==> src/rtl/seq_gen_sync_tx.sv <==
// ============================================================================
// Module   : seq_gen_sync_tx
// Brief    : Serial frame transmitter: SYNC_PAT preamble, MSB-first payload,
//            optional even parity (SEQ_GEN_PARITY_EN), then GAP_BITS idle zeros.
// Revision : 1.0 - initial release
// ============================================================================
`default_nettype none

module seq_gen_sync_tx #(
    parameter int                DATA_W   = 8,
    parameter int                SYNC_W   = 4,
    parameter logic [SYNC_W-1:0] SYNC_PAT = 4'b1011,
    parameter int                GAP_BITS = 1,
    parameter int                CNT_W    = 16
) (
    input  logic              clk,
    input  logic              reset,
    input  logic [DATA_W-1:0] in_data,
    input  logic              in_valid,
    output logic              in_ready,
    output logic              out_bit,
    output logic              out_valid,
    output logic              sync_start,
    output logic              busy,
    output logic [CNT_W-1:0]  frame_cnt
);

`ifdef SEQ_GEN_PARITY_EN
    localparam int PAR_W = 1;
`else
    localparam int PAR_W = 0;
`endif
    localparam int FRAME_W  = SYNC_W + DATA_W + PAR_W;
    localparam int MAX_LEN  = (SYNC_W > DATA_W) ? ((SYNC_W > GAP_BITS) ? SYNC_W : GAP_BITS)
                                                : ((DATA_W > GAP_BITS) ? DATA_W : GAP_BITS);
    localparam int CW       = (MAX_LEN < 2) ? 1 : $clog2(MAX_LEN);
    localparam logic [CW-1:0] C_SYNC_LAST = CW'(SYNC_W - 1);
    localparam logic [CW-1:0] C_DATA_LAST = CW'(DATA_W - 1);
    localparam logic [CW-1:0] C_GAP_LAST  = CW'((GAP_BITS > 0) ? GAP_BITS - 1 : 0);

    typedef enum logic [2:0] {
        IDLE = 3'd0,
        SYNC = 3'd1,
        DATA = 3'd2,
`ifdef SEQ_GEN_PARITY_EN
        PAR  = 3'd3,
`endif
        GAP  = 3'd4
    } state_t;

    state_t               r_state;
    state_t               w_state_nxt;
    logic [CW-1:0]        r_cnt;
    logic [CW-1:0]        w_cnt_nxt;
    logic [FRAME_W-1:0]   r_shreg;
    logic                 r_out_valid;
    logic                 r_sync_start;
    logic                 r_busy;
    logic [CNT_W-1:0]     r_frame_cnt;
    logic                 w_accept;
    logic                 w_last_bit;
    logic [FRAME_W-1:0]   w_frame;

    assign in_ready   = (r_state == IDLE);
    assign w_accept   = in_valid && in_ready;
    // The shift register doubles as the captured word; its MSB is the line.
`ifdef SEQ_GEN_PARITY_EN
    assign w_frame    = {SYNC_PAT, in_data, ^in_data};
    assign w_last_bit = (r_state == PAR);
`else
    assign w_frame    = {SYNC_PAT, in_data};
    assign w_last_bit = (r_state == DATA) && (r_cnt == C_DATA_LAST);
`endif

    assign out_bit    = r_shreg[FRAME_W-1];
    assign out_valid  = r_out_valid;
    assign sync_start = r_sync_start;
    assign busy       = r_busy;
    assign frame_cnt  = r_frame_cnt;

    always_comb begin
        w_state_nxt = r_state;
        w_cnt_nxt   = r_cnt;
        case (r_state)
            IDLE: begin
                if (w_accept) begin
                    w_state_nxt = SYNC;
                    w_cnt_nxt   = '0;
                end
            end
            SYNC: begin
                if (r_cnt == C_SYNC_LAST) begin
                    w_state_nxt = DATA;
                    w_cnt_nxt   = '0;
                end else begin
                    w_cnt_nxt   = r_cnt + 1'b1;
                end
            end
            DATA: begin
                if (r_cnt == C_DATA_LAST) begin
`ifdef SEQ_GEN_PARITY_EN
                    w_state_nxt = PAR;
`else
                    w_state_nxt = (GAP_BITS > 0) ? GAP : IDLE;
`endif
                    w_cnt_nxt   = '0;
                end else begin
                    w_cnt_nxt   = r_cnt + 1'b1;
                end
            end
`ifdef SEQ_GEN_PARITY_EN
            PAR: begin
                w_state_nxt = (GAP_BITS > 0) ? GAP : IDLE;
                w_cnt_nxt   = '0;
            end
`endif
            GAP: begin
                if (r_cnt == C_GAP_LAST) begin
                    w_state_nxt = IDLE;
                    w_cnt_nxt   = '0;
                end else begin
                    w_cnt_nxt   = r_cnt + 1'b1;
                end
            end
            default: begin
                w_state_nxt = IDLE;
                w_cnt_nxt   = '0;
            end
        endcase
    end

    always_ff @(posedge clk or negedge reset) begin
        if (!reset) begin
            r_state      <= IDLE;
            r_cnt        <= '0;
            r_shreg      <= '0;
            r_out_valid  <= 1'b0;
            r_sync_start <= 1'b0;
            r_busy       <= 1'b0;
            r_frame_cnt  <= '0;
        end else begin
            r_state      <= w_state_nxt;
            r_cnt        <= w_cnt_nxt;
            r_shreg      <= w_accept ? w_frame : {r_shreg[FRAME_W-2:0], 1'b0};
            r_out_valid  <= (w_state_nxt == SYNC) || (w_state_nxt == DATA)
`ifdef SEQ_GEN_PARITY_EN
                            || (w_state_nxt == PAR)
`endif
                            ;
            r_sync_start <= w_accept;
            r_busy       <= (w_state_nxt != IDLE);
            if (w_last_bit) begin
                r_frame_cnt <= r_frame_cnt + 1'b1;
            end
        end
    end

endmodule

`default_nettype wire

==> config.mk <==
export PLATFORM = sky130hd
export DESIGN_NAME = seq_gen_sync_tx
export DESIGN_NICKNAME = d
export VERILOG_FILES = /design/src/rtl/seq_gen_sync_tx.sv
export SDC_FILE = /design/constraint.sdc
export NUM_CORES = 1
export LEC_CHECK = 0
export ABC_AREA = 1
export CAP_MARGIN = 10
export CORE_MARGIN = 3
export CORE_UTILIZATION = 45
export DETAILED_ROUTE_END_ITERATION = 7
export PLACE_DENSITY_LB_ADDON = 0.1
export SLEW_MARGIN = 25
export SYNTH_ARGS = -nofsm -noshare
export SYNTH_HDL_FRONTEND = slang
export SYNTH_SLANG_ARGS = --single-unit
==> constraint.sdc <==
create_clock -name clk -period 2.4 [get_ports clk]
set_input_delay 0.24 -clock clk [delete_from_list [all_inputs] [get_ports clk]]
set_output_delay 0.24 -clock clk [all_outputs]
set_load 0.005 [all_outputs]
Word-level counts from Yosys, hierarchy flattened. Index checks and enable logic that the tools add are counted.

Input port bits: 11. Register bits: 37.

Equal/unequal tests: 8. Add/sub/neg operators: 2. Reduce and logical (&&, ||, !) cells: 6. Mux-type cells: 11.

Operators with widths (count): 2-to-1 mux 3 bit (8); case mux 3 bit (4 select lines) (2); adder 16 x 1 -> 16 bit (second input constant) (1); 2-to-1 mux 12 bit (1); == test 3 x 2 -> 1 bit (second input constant) (3); == test 3 x 1 -> 1 bit (second input constant) (2); == test 3 bit (second input constant) (2); logical NOT 3 bit (2); adder 3 x 1 -> 3 bit (second input constant) (1); nonzero test 3 bit (1); logical AND 1 bit (2); != test 2 x 1 -> 1 bit (second input constant) (1); logical OR 1 bit (1).

Depth between registers and ports, before layout. Gate-level depths: netlist (run 1).

Depth in word-level cells: 6. Mapped depth: 9.

Least setup slack after synthesis (run 1). OpenSTA, ideal clock, no wires.

Path type: reg2reg. From: register r_cnt[0]. To: register r_frame_cnt[11] (netlist: frame_cnt[11]). Period minus slack after synthesis: 1.425 ns. Data required time: 2.283 ns. Cell stages (with the launch flop): 10. Setup time: 0.117 ns. Setup slack: 0.975 ns. Arrival: 1.308 ns. Cell sequence: dfrtp_1 > ha_1 > ha_1 > inv_1 > nor2_4 > nand2_4 > nor2_8 > nand2_1 > nand2_1 > nand2_1.

Longest elaborated chain between the ends: 2.

RTL lines: from (decl) (line 53) `logic [CW-1:0] r_cnt;`; from (signal assigned) (line 143) `r_cnt <= w_cnt_nxt;`; == test 3 bit (line 72) `assign w_last_bit = (r_state == DATA) && (r_cnt == C_DATA_LAST);`; logical AND 1 bit (line 72); to (signal assigned) (line 153) `r_frame_cnt <= r_frame_cnt + 1'b1;`; to (decl) (line 59) `logic [CNT_W-1:0] r_frame_cnt;`.

No other way between the ends. A chain may end at the register's enable or synchronous reset.

Worst setup path after layout (run 1).
From: register r_state[2]. To: output port in_ready.

Longest elaborated chain between the ends: 1.

RTL lines: from (decl) (line 51) `state_t r_state;`; from (signal assigned) (line 142) `r_state <= w_state_nxt;`; logical NOT 3 bit (line 64) `assign in_ready = (r_state == IDLE);`; to (decl) (line 20) `output logic in_ready,`.

No other way between the ends.

==> flow_metrics.py, run 1 <==
metrics = {
    "finish": {
        "nets": 265,
        "drive_gt1_share_pct": 12.4,
        "nFillCells": 344,
        "diodes": 0,
        "fin_area_um2": 2270,
        "final_cell_mix": "nand2_1 (80), dfrtp_1 (37), clkdlybuf4s50_1 (30)",
        "layout_commonest_cell": "nand2_1",
        "syn_to_final_growth_pct": 23.5,
    },
    "timing": {
        "period_share_pct": 76.1,
        "finalHoldViolCount": 0,
        "max_slew_margin_pct": 47.6,
        "finClkSkew_ns": 0.00720,
        "fin_ws_ns": 0.575,
        "slew_violations": 0,
        "rsz0062_at_grt": "false",
        "fin_setup_tns_ns": 0,
        "worstMarginPinSlew_ns": 0.787,
        "final.min_clock_period_ns": 1.83,
        "setup_viol": 0,
        "fmax_mhz": 548,
    },
    "synthesis": {
        "synth_area_leaders": "dfrtp_1 (50%), nand2_1 (16%), inv_1 (4.3%)",
        "synth-edff-count": 0,
        "avgSynthCellArea_um2": 8.64,
        "synthCells": 213,
        "ys_seq_area_share_pct": 50.3,
        "ys_ff_latch": 37,
        "synth.top_cell.area_share_pct": 50.3,
        "synthesis.area_um2": 1840,
        "netlist.top_cell.by_area": "dfrtp_1",
        "yosysUniqueCellTypes": 30,
        "yosysWarnings": 0,
        "syn-num-nets": 230,
        "async_reset_ff_share_pct": 100,
        "ys.flop_type": "dfrtp_1",
    },
    "global_route": {
        "antenna_found_initial": 0,
        "track_usage_pct": 14.7,
        "grt_overflow": 0,
        "grt_pass1_wl_um": 5690,
        "grt_pass1_vias": 1233,
        "grt_max_degree": 38,
    },
    "power": {
        "p_leak_nw": 1.11,
        "netSwitchingPower_uw": 563,
        "clkPwrFrac_pct": 24.3,
        "peakVddDrop_mv": 0.380,
        "sequentialPowerShare_pct": 47.3,
        "pwr-share-comb_pct": 28.4,
        "p_int_mw": 1.22,
        "switching_share_pct": 31.6,
        "powerDensity_nw_per_um2": 783,
    },
    "die": {
        "die-area_um2": 4890,
        "start_util_pct": 48.4,
        "io_pins": 32,
        "coreArea_um2": 3800,
        "die_h_um": 69.9,
        "die_w_um": 69.9,
        "num_rows": 22,
    },
    "detailed_routing": {
        "drcViolationCount": 0,
        "drt_iter0_drc": 72,
        "vias_per_cell": 4.59,
        "wirelength_um": 3250,
        "post_drt_wl_per_cell_um": 11.0,
        "route.vias.total": 1364,
        "first_pass_iters": 4,
        "ant_nets": 0,
    },
    "clocking": {
        "cts_tree": "built",
        "cts_buffers": 5,
        "clock_latency_ns": 0.29,
        "hold_buffers": 0,
        "cts.sinks": 37,
        "cts_resized": 0,
        "cts-htree-levels": 2,
        "clk_path_buf_depth": 2,
        "cts_setup_buffers": 0,
        "path_clk_slew_ns": 0.07,
        "cts_root_buf": "clkbuf_8",
    },
    "outcome": {
        "status": "complete, no violations",
    },
    "worst_setup_path": {
        "crit_arrival_ns": 1.59,
        "cp-end-kind": "output port",
        "crit_type": "register to output port",
        "worstPathRequired_ns": 2.16,
        "worst_setup_path_start_kind": "register",
        "critPathMaxFanout": 4,
    },
    "min_path": {
        "hold_path_class": "input port to async pin",
    },
    "place": {
        "placed_area_um2": 2180,
        "portBuffers": 31,
        "dp_slack_ns": 0.695,
        "hpwl_um": 2470,
        "gp_congestion": 0.767,
    },
    "run": {
        "max_cap_viol_count": 0,
    },
}
==> cell usage after synthesis, types with 3 or more instances <==
master    instances
inv_2             5
nand2_2           4
nand3_1           5
o21ai_1           5
nand4_1           3
nand2_1          80
nand3b_1          4
inv_1            21
ha_1              6
xor2_1            4
nor2_1           14
dfrtp_1          37
==> path summary, 6_finish.rpt <==
kind	startpoint	endpoint	slack [ns]	cells past startpoint
max	r_state[2]	in_ready	0.57	2
min	reset	r_shreg[10]	0.03	1
max reg2reg	r_cnt[0]	frame_cnt[11]	0.69	9
min reg2reg	r_shreg[8]	r_shreg[9]	0.43	1
max in group asynchronous	reset	frame_cnt[13]	1.87	1
min in group clk	r_shreg[8]	r_shreg[9]	0.43	1
==> kinds of logic (layout without fill, tap and decap cells) <==
family	Yosys count	after routing	synth area share [%]
AO/OA/AOI/OAI	8	8	2.38
adder cells (fa/ha/maj)	6	6	4.08
buffers and inverters	29	65	6.60
AND/OR/NAND/NOR	125	125	32.0
XOR/XNOR	8	8	4.63
flip-flops	37	37	50.3
==> metrics by stage <==
step	cells	utilization, %	hold WS, ns	total power [mW]
2_1_floorplan	213	-	-0.0556	1.19
3_3_place_gp	289	57.4	0.380	1.36
3_5_place_dp	289	57.4	0.384	1.37
4_1_cts	297	59.8	0.0613	1.80
5_1_grt	297	59.8	0.102	1.91
6_report	297	59.8	0.0290	1.78
==> state kept, by name (all words and copies together) (netlist names) <==
signal / flops
busy: 1
frame_cnt: 16
out_valid: 1
r_cnt: 3
r_shreg: 12
r_state: 3
sync_start: 1
==> area by class of cell <==
type	count	area, um^2	area share [%]
flip-flops and latches	37	926	40.8
multi-input cells	147	792	34.9
repair buffers	31	305	13.4
inverters	26	97.6	4.30
clock buffers	5	68.8	3.03
well taps	48	60.1	2.64
clock inverters	3	21.3	0.937
==> power by group through the flow <==
stage / Sequential, mW / Clock (mW) / Combinational, mW
5_1_grt: 0.857 / 0.476 / 0.579
2_1_floorplan: 0.849 / 0 / 0.336
6_report: 0.842 / 0.432 / 0.505
4_1_cts: 0.843 / 0.446 / 0.516
3_3_place_gp: 0.852 / 0 / 0.507
3_5_place_dp: 0.855 / 0 / 0.514
==> per-layer routing <==
metal	vias up	GRT usage, %	share of wire (%)
met1	616	20.9	51
met3	7	4.32	4.2
li1	720	-	-
met5	-	0	0
met2	21	21.5	43
met4	0	4.47	1.4
==> worst max-delay path: stages (launching register included) <==
cell	delay, ns
dfrtp_1	0.42
nor3_2	0.32
clkdlybuf4s50_1	0.56
Power figures use the tool's default switching activity.
==> run 2: changes to the inputs <==
Clock period 2.4 ns to 1.5 ns, I/O delays scaled along.
==> run 2 against run 1 <==
Compared with the run above: clock-buffer cell count did not move; non-clock buffer count rose by 11; global-route usage rose by 0.70 points; total power rose by 66%; final cell count rose by 3.7%; utilization rose by 2.9 points; critical path depth rose by 7; sequential share of layout area fell by 1.8 points; routed wire length rose by 1.9%; critical path type is now register to register; largest cell class unchanged; highest routed layer unchanged.
==> flow_metrics.py, run 2 (synthesized netlist as in run 1, its figures left out) <==
metrics = {
    "power": {
        "peakVddDrop_mv": 0.654,
        "p_int_mw": 2.03,
        "powerDensity_nw_per_um2": 1240,
        "netSwitchingPower_uw": 931,
        "power_mw": 2.96,
        "pwr-share-comb_pct": 31.4,
        "switching_share_pct": 31.5,
        "clkPwrFrac_pct": 22.9,
        "p_leak_nw": 1.16,
        "sequentialPowerShare_pct": 45.8,
    },
    "worst_setup_path": {
        "r2r-start": "r_cnt[1]",
        "crit_type": "register to register",
        "worst_setup_path_start_kind": "register",
        "worstPathRequired_ns": 1.69,
        "r2r_cells": 9,
        "critPathMaxFanout": 5,
        "reg2reg_slack_ns": 0.04,
        "cp-end-kind": "register",
        "crit_arrival_ns": 1.65,
        "regToRegEndpoint": "frame_cnt[9]",
    },
    "timing": {
        "setup_viol": 0,
        "slew_violations": 0,
        "period_share_pct": 97.6,
        "worstMarginPinSlew_ns": 0.458,
        "finClkSkew_ns": 0.00464,
        "final.min_clock_period_ns": 1.46,
        "fmax_mhz": 683,
        "max_slew_margin_pct": 69.5,
        "rsz0062_at_grt": "true",
        "finalHoldViolCount": 0,
    },
    "finish": {
        "layout_commonest_cell": "nand2_1",
        "drive_gt1_share_pct": 17.7,
        "largest_reg_flops": 16,
        "nFillCells": 329,
        "syn_to_final_growth_pct": 29.5,
        "ff_latch_area_um2": 927,
        "multi_input_area_um2": 821,
        "final_cells": 308,
        "nets": 276,
        "diodes": 0,
        "final_cell_mix": "nand2_1 (79), dfrtp_1 (36), clkdlybuf4s50_1 (29)",
    },
    "clocking": {
        "cts-htree-levels": 2,
        "cts_buffers": 5,
        "clock_latency_ns": 0.29,
        "path_clk_slew_ns": 0.07,
        "cts_root_buf": "clkbuf_8",
        "cts.sinks": 37,
        "clk_path_buf_depth": 2,
        "cts_tree": "built",
    },
    "detailed_routing": {
        "route.vias.total": 1407,
        "first_pass_iters": 4,
        "ant_nets": 0,
        "drt_iter0_drc": 69,
        "vias_per_cell": 4.57,
        "post_drt_wl_per_cell_um": 10.8,
        "drcViolationCount": 0,
        "wirelength_um": 3320,
    },
    "min_path": {
        "hp-start": "in_data[0]",
        "hold_path_class": "input port to register",
        "holdPathStages": 3,
        "min_to": "r_shreg[0]",
    },
    "die": {
        "io_pins": 32,
        "die_w_um": 69.9,
        "die_h_um": 69.9,
        "coreArea_um2": 3800,
        "start_util_pct": 48.4,
        "die-area_um2": 4890,
        "num_rows": 22,
    },
    "global_route": {
        "grt_max_degree": 38,
        "grt_pass1_wl_um": 6040,
        "antenna_found_initial": 0,
        "grt_overflow": 0,
        "track_usage_pct": 15.4,
        "grt_pass1_vias": 1386,
    },
    "run": {
        "max_cap_viol_count": 0,
    },
    "place": {
        "dp_cells": 294,
        "hpwl_um": 2400,
        "gp_congestion": 0.748,
        "portBuffers": 31,
    },
    "outcome": {
        "status": "complete, no violations",
    },
}
run 2: cell count changes in the layout (fill, tap and decap cells not counted), sizes merged:
cell	previous run	this run
clkinv	1	2
clkdlybuf4s50	30	29
inv	27	26
buf	1	11
dlygate4sd3	0	1
dlygate4sd2	0	1
run 2: worst max-delay path by stage:
stage / to / startpoint / slack [ns]
after detailed placement: frame_cnt[9] / r_cnt[0] / 0.03
final: frame_cnt[9] / r_cnt[1] / 0.04
after global routing: frame_cnt[11] / r_cnt[1] / -0.06
after global placement: frame_cnt[2] / r_cnt[0] / 0.05
after floorplan: frame_cnt[11] / r_cnt[0] / 0.08
after CTS: busy / r_cnt[0] / 0.02
run 2: final cells by class:
| class | count | area share, % |
|---|---|---|
| Multi-Input combinational cell | 147 | 34.5 |
| Sequential cell | 37 | 38.9 |
| Tap cell | 48 | 2.52 |
| Clock buffer | 5 | 2.89 |
| Clock inverter | 3 | 0.736 |
| Inverter | 26 | 4.10 |
| Timing Repair Buffer | 42 | 16.3 |
run 2: power groups by stage:
stage	combinational [mW]	sequential, mW	clock [mW]
2_1_floorplan	0.537	1.36	0
5_1_grt	1.08	1.38	0.753
4_1_cts	0.908	1.35	0.711
3_5_place_dp	0.843	1.37	0
6_report	0.928	1.35	0.677
3_3_place_gp	0.834	1.36	0
run 2: per-layer routing:
layer | GRT usage, % | routed length, um | vias to the layer above | part of all wire [%]
met2 | 21.4 | 1410 | 24 | 42
met5 | 0 | 0 | - | 0
met1 | 22.0 | 1710 | 642 | 52
met4 | 3.83 | 27 | 0 | 0.81
li1 | - | - | 738 | -
met3 | 6.47 | 168 | 3 | 5.1
run 2: worst max-delay path, cell delays in order, from the launching register on:
cell and delay [ns]:
dfrtp_1 0.36, ha_2 0.22, ha_4 0.13, inv_2 0.04, nor2_4 0.19, nand2_4 0.10, nor2_8 0.15, nand2_1 0.07
nand2_1 0.05, nand2_1 0.04
run 2: through the flow:
stage	setup TNS [ns]	cell area [um^2]	setup slack (ns)	util, %	hold slack, ns
finish	0	2380	0.0360	62.7	0.364
global route	-0.105	2380	-0.0589	62.7	0.369
CTS	0	2340	0.0220	61.5	0.353
detailed placement	0	2220	0.0331	58.4	0.222
global placement	0	2220	0.0546	58.4	0.219
floorplan	0	1840	0.0753	-	-0.146
run 2: timing repair:
item	CTS	global route
gates resized for setup	3	6
setup endpoints to repair	1	10
pin swaps	1	3
hold buffers	1	0
setup buffers	2	3
hold endpoints to repair	37	0
==> run 3: changes to the inputs <==
Settings changed: CORE_ASPECT_RATIO set to 0.7, PLACE_DENSITY set to 0.72, PLACE_DENSITY_LB_ADDON 0.1 to not set, SKIP_CTS_REPAIR_TIMING set to 1.
==> run 3 against run 2 <==
Compared with the run above: final cell count is 1.3% higher; design area is 0.32% higher; total power hardly changed; routed wire length is 5.6% higher; global-route usage is 1.2 points higher; combinational power is 1% higher; sequential power hardly changed; register-to-register slack hardly changed; worst setup slack worse by 0.0020 ns; clock-buffer cell count is 1 higher; clock power is 1% lower; first-iteration DRC count is 35% lower; critical path type unchanged; critical endpoint is now frame_cnt[11].
==> flow_metrics.py, run 3 (synthesized netlist as in run 1, its figures left out) <==
metrics = {
    "worst_setup_path": {
        "critPathMaxFanout": 5,
        "path_buf_inv": 1,
        "r2r-start": "r_cnt[1]",
        "r2r_cells": 9,
        "crit_type": "register to register",
        "regToRegEndpoint": "frame_cnt[11]",
        "cp_top_family": "simple AND/OR/NAND/NOR gates",
        "cp-end-kind": "register",
        "reg2reg_slack_ns": 0.03,
        "crit_arrival_ns": 1.65,
        "path_common_cell": "nand2_1",
        "worst_setup_path_start_kind": "register",
        "cp_slowest_cell": "dfrtp_1",
        "worstPathRequired_ns": 1.69,
        "crit_chain": "ha_2, ha_1, inv_2, nor2_4, nand2_4, nor2_8, nand2_1, nand2_1, nand2_1",
        "cp_slowest_stage_delay_ns": 0.36,
    },
    "die": {
        "num_rows": 18,
        "die_h_um": 59.5,
        "die-area_um2": 4900,
        "die_w_um": 82.4,
        "io_pins": 32,
        "coreArea_um2": 3720,
        "start_util_pct": 49.5,
    },
    "timing": {
        "period_share_pct": 97.7,
        "fin_ws_ns": 0.0340,
        "setup_viol": 0,
        "finalHoldViolCount": 0,
        "slew_violations": 0,
        "worstMarginPinSlew_ns": 0.598,
        "finClkSkew_ns": 0.00573,
        "max_slew_margin_pct": 60.1,
        "final.min_clock_period_ns": 1.47,
        "rsz0062_at_grt": "true",
        "fmax_mhz": 682,
    },
    "clocking": {
        "path_clk_slew_ns": 0.07,
        "cts_root_buf": "clkbuf_8",
        "cts_tree": "built",
        "clock_latency_ns": 0.29,
        "cts.sinks": 37,
        "cts_buffers": 5,
        "cts-htree-levels": 2,
        "clk_path_buf_depth": 2,
    },
    "power": {
        "pwr-share-comb_pct": 31.8,
        "netSwitchingPower_uw": 923,
        "powerDensity_nw_per_um2": 1240,
        "sequentialPowerShare_pct": 45.6,
        "switching_share_pct": 31.2,
        "clkPwrFrac_pct": 22.6,
        "power_mw": 2.96,
        "p_leak_nw": 1.19,
        "peakVddDrop_mv": 0.722,
        "p_int_mw": 2.03,
    },
    "detailed_routing": {
        "post_drt_wl_per_cell_um": 11.2,
        "route.vias.total": 1419,
        "vias_per_cell": 4.55,
        "drcViolationCount": 0,
        "first_pass_iters": 4,
        "wirelength_um": 3500,
        "drt_iter0_drc": 45,
        "ant_nets": 0,
    },
    "global_route": {
        "grt_pass1_wl_um": 6070,
        "track_usage_pct": 16.6,
        "grt_pass1_vias": 1329,
        "grt_overflow": 0,
        "grt_max_degree": 28,
        "antenna_found_initial": 0,
    },
    "finish": {
        "layout_commonest_cell": "nand2_1",
        "final_cells": 312,
        "diodes": 0,
        "nets": 278,
        "drive_gt1_share_pct": 17.6,
        "fin_area_um2": 2390,
        "syn_to_final_growth_pct": 29.9,
        "final_cell_mix": "nand2_1 (80), dfrtp_1 (36), clkdlybuf4s50_1 (28)",
        "largest_reg_flops": 16,
        "nFillCells": 344,
    },
    "outcome": {
        "status": "complete, no violations",
    },
    "min_path": {
        "min_to": "r_shreg[0]",
        "holdPathStages": 3,
        "hold_path_class": "input port to register",
        "hp-start": "in_data[0]",
    },
    "place": {
        "placed_area_um2": 2250,
        "portBuffers": 31,
        "hpwl_um": 2680,
        "gp_congestion": 0.875,
        "dp_slack_ns": 0.0450,
        "dp_cells": 300,
    },
    "run": {
        "max_cap_viol_count": 0,
    },
}
==> run 3: worst max path at each step <==
stage,cells after the start,slack [ns],from,endpoint
2_1_floorplan,9,0.08,r_cnt[0],frame_cnt[11]
5_1_grt,9,-0.04,r_cnt[1],frame_cnt[11]
3_5_place_dp,9,0.04,r_cnt[0],frame_cnt[9]
3_3_place_gp,9,0.09,r_cnt[1],frame_cnt[9]
4_1_cts,2,-0.16,r_state[2],in_ready
6_report,9,0.03,r_cnt[1],frame_cnt[11]
==> run 3: layout make-up <==
class	count	area (um^2)	area share [%]
well taps	50	62.6	2.62
inverters	26	97.6	4.09
multi-input cells	147	805	33.7
flip-flops and latches	37	927	38.8
clock buffers	6	72.6	3.04
repair buffers	44	414	17.3
clock inverters	2	10.0	0.419
==> run 3: power by group through the flow <==
stage / logic (mW) / clock network (mW) / registers, mW
floorplan: 0.537 / 0 / 1.36
global placement: 0.899 / 0 / 1.36
detailed placement: 0.915 / 0 / 1.36
CTS: 0.917 / 0.685 / 1.35
global route: 1.09 / 0.740 / 1.38
finish: 0.941 / 0.667 / 1.35
==> run 3: routing by layer <==
layer  vias to the layer above  track usage (%)  wire [um]
met3                         5             5.02        140
li1                        749                -          -
met4                         0             6.40         43
met1                       642             25.4       1930
met5                         -                0          0
met2                        23             21.3       1390
==> run 3: worst register-to-register path, delay by kind of cell, from the launching register on <==
kind	cells	cell delay, ns
buffers and inverters	1	0.05
DFF	1	0.36
adders and majority gates	2	0.33
and+or+nand+nor	6	0.61
==> run 3: metrics by stage <==
stage	utilization (%)	setup TNS [ns]	hold slack (ns)
floorplan	-	0	-0.146
global placement	60.6	0	0.197
detailed placement	60.6	0	0.191
CTS	62.8	-0.156	-0.118
global route	64.3	-0.144	0.399
finish	64.3	0	0.377
